$ cat config.mk
export PLATFORM = sky130hd
export DESIGN_NAME = rcb_arb
export DESIGN_NICKNAME = d
export VERILOG_FILES = /design/src/rtl/rcb_arb.sv
export SDC_FILE = /design/constraint.sdc
export NUM_CORES = 1
export LEC_CHECK = 0
export BUFFER_PORTS_ARGS = -buffer_cell sky130_fd_sc_hd__buf_2
export CAP_MARGIN = 5
export CORE_AREA = 2 2 127 129
export DETAILED_ROUTE_END_ITERATION = 6
export DIE_AREA = 0 0 129 131
export GPL_TIMING_DRIVEN = 0
export PLACE_DENSITY = 0.53
export SLEW_MARGIN = 20
export SYNTH_ARGS = -nofsm -noshare
export SYNTH_HDL_FRONTEND = slang
export SYNTH_SLANG_ARGS = --single-unit
$ cat constraint.sdc
create_clock -name clk -period 5.05 [get_ports clk]
set_clock_uncertainty 0.2 [all_clocks]
set_input_delay 0.2525 -clock clk [delete_from_list [all_inputs] [get_ports clk]]
set_output_delay 0.2525 -clock clk [all_outputs]
set_load 0.02 [all_outputs]
$ cat src/rtl/rcb_arb.sv
// rcb_arb: RAM Control Block arbiter.
// Shares one single-port RAM between the tick-path lookup reads (priority)
// and host configuration writes. A pending write may lose to reads for at
// most WR_STARVE_MAX consecutive cycles; after that, lkp_rd_ready drops for
// one cycle and the write is forced through.
//
// Ports:
//   clk, reset_n          core clock, async active-low reset
//   lkp_rd_*              lookup read request/ready, returned valid/data
//   hpb_wr_*              host write request (level) with addr/data/byte-en
//   rcb_wr_done           one-cycle pulse when the host write has completed
//   ram_*                 single-port RAM interface (RAM registers the read)
//   starve_events         saturating count of forced writes
`timescale 1ns/1ps
module rcb_arb #(
  parameter int ADDR_W        = 10,
  parameter int DATA_W        = 64,
  parameter int BE_W          = DATA_W/8,
  parameter int RAM_RD_LAT    = 1,
  parameter int WR_STARVE_MAX = 16
) (
  input  logic              clk,
  input  logic              reset_n,
  input  logic              lkp_rd_req,
  input  logic [ADDR_W-1:0] lkp_rd_addr,
  output logic              lkp_rd_ready,
  output logic              lkp_rd_valid,
  output logic [DATA_W-1:0] lkp_rd_data,
  input  logic              hpb_wr_req,
  input  logic [ADDR_W-1:0] hpb_wr_addr,
  input  logic [DATA_W-1:0] hpb_wr_data,
  input  logic [BE_W-1:0]   hpb_wr_byte_en,
  output logic              rcb_wr_done,
  output logic              ram_en,
  output logic              ram_we,
  output logic [ADDR_W-1:0] ram_addr,
  output logic [DATA_W-1:0] ram_wdata,
  output logic [BE_W-1:0]   ram_be,
  input  logic [DATA_W-1:0] ram_rdata,
  output logic [15:0]       starve_events
);

  localparam int CNT_W = $clog2(WR_STARVE_MAX + 1);
  localparam logic [CNT_W-1:0] STARVE_MAX_C = CNT_W'(WR_STARVE_MAX);

  typedef enum logic [1:0] {
    ST_IDLE = 2'd0,
    ST_PEND = 2'd1,
    ST_DONE = 2'd2,
    ST_HOLD = 2'd3
  } state_t;

  state_t                r_state;
  state_t                w_state_nxt;
  logic [CNT_W-1:0]      r_starve_cnt;
  logic [CNT_W-1:0]      w_starve_cnt_nxt;
  logic [RAM_RD_LAT-1:0] r_rd_vld;
  logic [15:0]           r_starve_events;
  logic                  w_rd_go;
  logic                  w_wr_go;
  logic                  w_forced;

  // Ready depends on registered state only: it drops in the one cycle where
  // the starved write must win.
  assign lkp_rd_ready = !((r_state == ST_PEND) && (r_starve_cnt == STARVE_MAX_C));

  // reset_n gates the grants so the RAM port stays quiet while in reset.
  assign w_rd_go  = reset_n && lkp_rd_req && lkp_rd_ready;
  assign w_wr_go  = reset_n && ((r_state == ST_IDLE) || (r_state == ST_PEND)) &&
                    hpb_wr_req && !w_rd_go;
  assign w_forced = w_wr_go && !lkp_rd_ready;

  assign rcb_wr_done   = (r_state == ST_DONE);
  assign lkp_rd_valid  = r_rd_vld[RAM_RD_LAT-1];
  assign lkp_rd_data   = ram_rdata;
  assign starve_events = r_starve_events;

  // RAM port mux: read has priority, write otherwise, idle port if neither.
  always_comb begin
    ram_en    = 1'b0;
    ram_we    = 1'b0;
    ram_addr  = '0;
    ram_wdata = '0;
    ram_be    = '0;
    if (w_rd_go) begin
      ram_en   = 1'b1;
      ram_addr = lkp_rd_addr;
    end else if (w_wr_go) begin
      ram_en    = 1'b1;
      ram_we    = 1'b1;
      ram_addr  = hpb_wr_addr;
      ram_wdata = hpb_wr_data;
      ram_be    = hpb_wr_byte_en;
    end else begin
      ram_en = 1'b0;
    end
  end

  // Next-state and starvation-counter logic.
  always_comb begin
    w_state_nxt      = r_state;
    w_starve_cnt_nxt = r_starve_cnt;
    case (r_state)
      ST_IDLE: begin
        if (w_wr_go) begin
          w_state_nxt = ST_DONE;
        end else if (hpb_wr_req && w_rd_go) begin
          w_state_nxt      = ST_PEND;
          w_starve_cnt_nxt = CNT_W'(1);
        end else begin
          w_state_nxt = ST_IDLE;
        end
      end
      ST_PEND: begin
        if (!hpb_wr_req) begin
          // Host withdrew the request: abort with no write and no done.
          w_state_nxt      = ST_IDLE;
          w_starve_cnt_nxt = '0;
        end else if (w_wr_go) begin
          w_state_nxt      = ST_DONE;
          w_starve_cnt_nxt = '0;
        end else if (r_starve_cnt != STARVE_MAX_C) begin
          w_starve_cnt_nxt = r_starve_cnt + CNT_W'(1);
        end else begin
          w_starve_cnt_nxt = r_starve_cnt;
        end
      end
      ST_DONE: begin
        // A still-high request is the same message; hold until it drops.
        if (hpb_wr_req) begin
          w_state_nxt = ST_HOLD;
        end else begin
          w_state_nxt = ST_IDLE;
        end
      end
      ST_HOLD: begin
        if (!hpb_wr_req) begin
          w_state_nxt = ST_IDLE;
        end else begin
          w_state_nxt = ST_HOLD;
        end
      end
      default: begin
        w_state_nxt      = ST_IDLE;
        w_starve_cnt_nxt = '0;
      end
    endcase
  end

  // State and starvation-counter registers.
  always_ff @(posedge clk or negedge reset_n) begin
    if (!reset_n) begin
      r_state      <= ST_IDLE;
      r_starve_cnt <= '0;
    end else begin
      r_state      <= w_state_nxt;
      r_starve_cnt <= w_starve_cnt_nxt;
    end
  end

  // Read-valid shift register matching the RAM read latency.
  always_ff @(posedge clk or negedge reset_n) begin
    if (!reset_n) begin
      r_rd_vld <= '0;
    end else begin
      r_rd_vld[0] <= w_rd_go;
      for (int i = 1; i < RAM_RD_LAT; i++) begin
        r_rd_vld[i] <= r_rd_vld[i-1];
      end
    end
  end

  // Saturating count of forced writes.
  always_ff @(posedge clk or negedge reset_n) begin
    if (!reset_n) begin
      r_starve_events <= 16'h0000;
    end else if (w_forced && (r_starve_events != 16'hFFFF)) begin
      r_starve_events <= r_starve_events + 16'h0001;
    end else begin
      r_starve_events <= r_starve_events;
    end
  end

endmodule

* After elaboration in Yosys (flattened, before gate mapping)
Cells that the tools add are included.
Widths: inputs -> output; s select.
** Storage, ports and cells
- Flip-flop bits (word level) :: 24
- Bits of input ports :: 160
- Output and inout port bits :: 167
- Word-level logic and storage cells :: 53
** Operators by class
- Add/sub/neg operators :: 2
- Eq/ne operators :: 10
- Muxes and demuxes :: 21
- Reduce and logical (&&, ||, !) cells :: 16
** Operators with widths (count)
- $mux 64 :: 2
- $mux 5 :: 5
- $mux 10 :: 2
- $add 16x1->16 const B :: 1
- $mux 8 :: 2
- $ne 16x16->1 const B :: 1
- $pmux 5 s2 :: 1
- $logic_and 1x1->1 :: 9
- $mux 2 :: 4
- $pmux 2 s3 :: 1
- $add 5x1->5 const B :: 1
- $eq 5x5->1 const B :: 1
- $ne 5x5->1 const B :: 1
- $eq 2x2->1 const B :: 2
- $mux 1 :: 4
- $ne 4x3->1 const B :: 1
- $reduce_and 4->1 :: 1
- $ne 3x3->1 const B :: 1
- $eq 2x1->1 const B :: 1
- $logic_not 1->1 :: 2
- $logic_not 2->1 :: 1
- $ne 2x1->1 const B :: 1
- $ne 2x2->1 const B :: 1
- $reduce_bool 2->1 :: 1
- 2 further kinds :: 2

* Depth between registers and ports, before layout
- Word-level depth :: 9
- Gate-level depth with buffers :: 8
- Gate-level depth less buffers :: 6

* Worst setup path after synthesis
No wires, ideal clock.
- Path kind :: register to output
- From :: register r_starve_cnt[0]
- To :: output port ram_be[7]
- Arrival time :: 1.673 ns
- Data required time :: 4.598 ns
- Setup slack :: 2.924 ns
- Stages on the path, launching flop included :: 9
- Path buffers :: 2
- Path through :: dfrtp_1 > inv_1 > ha_1 > and4bb_4 > a21oi_4 > nor3_4 > buf_6 > buf_6 > and2_1
** Between the ends
- Cells in the longest elaborated chain, start to end :: 8
** Ends and longest elaborated chain
- from (decl) :: line 55 : logic [CNT_W-1:0] r_starve_cnt;
- from (signal assigned) :: line 157 : r_starve_cnt <= w_starve_cnt_nxt;
- $eq 5x5->1 * :: line 65 : assign lkp_rd_ready = !((r_state == ST_PEND) && (r_starve_cnt == STARVE_MAX_C));
- $logic_and 1x1->1 * :: line 65
- $logic_not 1->1 * :: line 65
- $logic_and 1x1->1 * :: line 68 : assign w_rd_go = reset_n && lkp_rd_req && lkp_rd_ready;
- $logic_not 1->1 :: line 70 : hpb_wr_req && !w_rd_go;
- $logic_and 1x1->1 :: line 70
- $mux 8 :: line 88 : end else if (w_wr_go) begin
- $mux 8 * :: line 85 : if (w_rd_go) begin
- to (decl) :: line 38 : output logic [BE_W-1:0] ram_be,
Mark *: on every way between the ends. The rest lies on a longest branch, timed or not.

* Worst setup path in the final report
- From :: input port reset_n
- To :: output port ram_addr[3]
** Between the ends
- Cells in the longest elaborated chain, start to end :: 6
- Elaborated cells on any way between the ends :: 8
- Classes of those cells :: mux (2); reduce/logical (6)
** Ends and longest elaborated chain
- from (decl) :: line 23 : input logic reset_n,
- $logic_and 1x1->1 (2 in series) :: line 68
- $logic_not 1->1 :: line 70
- $logic_and 1x1->1 :: line 70
- $mux 10 :: line 88
- $mux 10 * :: line 85
- to (decl) :: line 36 : output logic [ADDR_W-1:0] ram_addr,
Marks and branches as above.

==> summary.txt <==
Run status
  – Status: finished clean

Power
  – Peak supply drop: 0.1263 mV
  – P_sw: 248.2 uW
  – Lkg Pwr: 2.414 nW
  – Comb pwr share: 41.4%
  – Cell-internal power: 493.6 uW
  – Tot Pwr: 741.7 uW
  – Switching power share of the total: 33.46%
  – Clk pwr share: 30.7%
  – Reg power frac: 28.0%
  – Pwr Density: 178.5 mW/mm2

Clock tree
  – TritonCTS clock tree: yes
  – Clock Sinks: 24
  – CTS buffer count: 3
  – Worst-case clock buffer depth: 2
  – H-tree levels: 1
  – Clk_lat worst skew: 0.26 ns
  – CTS-repair resized insts: 0
  – Clk slew on worst S/H paths: 0.07 ns
  – Root buffer cell: clkbuf_16

Worst setup path
  – Setup Crit Path Kind: primary input to output port
  – Worst Setup SP: reset_n
  – Critical path startpoint category: primary input
  – Max stage delay on crit path: 0.56 ns
  – WP data required: 4.60 ns
  – Critical Path, Cell by Cell: dlygate4sd3_1 -> buf_2 -> nand2_1 -> a21oi_4 -> nor3_4 -> buf_6 -> buf_6 -> a22o_1 -> buf_2
  – Reg2reg start: r_starve_cnt[0]
  – Worst Path Arrival: 2.62 ns
  – CP max FO: 30
  – Crit end category: output port
  – Slowest cell on the critical path: buf_2

Timing
  – RSZ-0062 raised after global routing: no
  – Final min period: 3.076 ns
  – Post-route setup TNS: 0 ns
  – Slew HR: 53.99%
  – Max Clk Rate: 325.1 MHz
  – Hold slack: 0.1468 ns
  – Final hold violation count: 0
  – Measured slew at the worst slew-check pin: 0.6901 ns
  – Tcrit/Tclk final: 60.90%
  – Max Slew Vio Count: 0
  – # setup viols final: 0

Final layout
  – Area grow syn2layout: 68.84%
  – Final Net Count: 709
  – Most frequent cells in the layout: 265 x buf_2, 74 x and2_1, 64 x buf_4
  – Commonest non-fill, non-tap cell in the layout: buf_2
  – Fin cells: 762
  – Layout cells sized above 1: 64.59%

Routing
  – Router iterations before antenna repair: 4
  – Final ANT Viol Nets: 0
  – Total wire length: 11,310 um
  – DR vias: 2,810
  – Initial DRC Count: 90
  – DR DRC count: 0
  – Via density: 3.688
  – WL/cell: 14.85 um

Floorplan
  – CORE AREA: 0.01560 mm2
  – Ports: 327
  – Initial Util: 15.78%
  – Die Span Y: 131 um
  – Die X: 129 um
  – Rows: 46
  – Total Die Area: 0.01690 mm2

Placed design
  – Port Buf Inserts: 261
  – DP HPWL: 10,110 um
  – Gpl congestion: 0.8208
  – Dpl cells: 756

Synthesis
  – Post-synth EDFFs: 0
  – Syn_nets: 442
  – Top_reg_cell synth: dfrtp_1
  – YS warnings: 0
  – Synth cell types: 41
  – Async set-reset flop share out of synthesis: 100.0%
  – Synthesized instance count: 279
  – Synthesized area: 0.002461 mm2
  – Sequential fraction of the synthesis area: 24.40%
  – Synth Area per Inst: 8.821 um2
  – Number of synthesized register bits: 24

Global routing
  – Gr usage total: 11.87%
  – Vias in the first global route: 2,518
  – Largest net degree at the start of global routing: 31
  – Global-route wire length before repair: 14,990 um
  – Antenna violations before repair: 0
  – GRT Residual Overflow: 0

Worst hold path
  – Hold WC Path Type: primary input to register
  – Hold Startpoint: hpb_wr_req

Flow run
  – Max-cap violations: 0
==> synthesized netlist by cell type, types with 2 or more instances <==
library cell	instances	share of area [%]
buf_6	7	3.2
nand4b_1	2	0.71
ha_1	3	1.5
a21oi_1	2	0.41
nor2b_1	3	0.76
o21ai_0	3	0.61
and4_1	3	1.1
o211ai_1	6	1.8
mux2_2	2	0.92
a31oi_1	3	0.76
xnor2_1	14	5.0
and3_1	5	1.3
dfrtp_1	24	24
o22ai_1	2	0.51
buf_4	64	20
nand3_1	5	1.0
inv_1	5	0.76
nor2_1	5	0.76
nor3_2	2	0.81
and2_1	74	19
o2111ai_1	2	0.71
buf_2	4	0.81
nand4_1	4	1.0
nand2_1	9	1.4
a22o_1	10	3.6
==> metrics by stage <==
step / worst slack (ns) / util [%] / instance area [um2]
floorplan: 2.924 / - / 2461
global placement: 2.439 / 25.89 / 4038
detailed placement: 2.438 / 25.89 / 4038
CTS: 1.904 / 26.62 / 4153
global route: 1.715 / 26.62 / 4153
finish: 1.974 / 26.64 / 4155
==> registers in the layout (all words and copies together), names as in the netlist <==
register       cells
r_state            2
lkp_rd_valid       1
r_starve_cnt       5
starve_events     16
==> layout make-up <==
| type | count | area (um2) |
|---|---|---|
| flip-flops and latches | 24 | 600.6 |
| inverters | 5 | 18.77 |
| clock inverters | 1 | 30.03 |
| well taps | 216 | 270.3 |
| clock buffers | 3 | 75.07 |
| repair buffers | 262 | 1316 |
| multi-input cells | 174 | 1259 |
| plain buffers | 76 | 583.1 |
| diodes | 1 | 2.502 |
| fillers | 1708 | 11440 |
==> power by group through the flow <==
stage               clock network [mW]  registers [mW]  logic (mW)
finish                           0.228           0.207       0.307
global route                     0.246           0.209       0.334
CTS                              0.240           0.207       0.312
detailed placement                   0           0.211       0.310
global placement                     0           0.211       0.309
floorplan                            0           0.212       0.188
==> cells by family after synthesis <==
| logic type | after synthesis | share of synthesized area [%] |
|---|---|---|
| flops | 24 | 24.40 |
| simple gates | 120 | 31.88 |
| buf+inv | 81 | 24.45 |
| mux | 2 | 0.9150 |
| compound gates | 35 | 11.85 |
| xor+xnor | 14 | 4.982 |
| fa+ha+maj | 3 | 1.525 |
==> routing by layer <==
metal  vias up  track usage (%)  part of all wire [%]
li1       1409                -                     -
met3         2            2.565                   7.3
met1      1241            16.89                    44
met5         -                0                     0
met2       158            19.42                    48
met4         0           0.5754                  0.54
==> worst paths after layout <==
check,depth (start not counted),end,slack (ns)
worst max-delay path,9,ram_addr[3],1.97
worst min-delay path,3,r_state[0],0.15
worst max register to register,6,starve_events[15],2.94
worst min register to register,1,starve_events[14],0.30
max in group asynchronous,2,r_starve_cnt[3],3.83
min in group asynchronous,2,starve_events[8],0.37
==> critical path: cells and delay by family <==
kind	cells	cell delay (ns)
buffers and inverters	5	1.57
AO/OA/AOI/OAI	2	0.47
AND/OR/NAND/NOR	2	0.30
==> timing repair <==
item	CTS	global route
buffers inserted	0	0
hold endpoints to repair	24	0
hold buffers	1	0
Power figures use the tool's default switching activity.
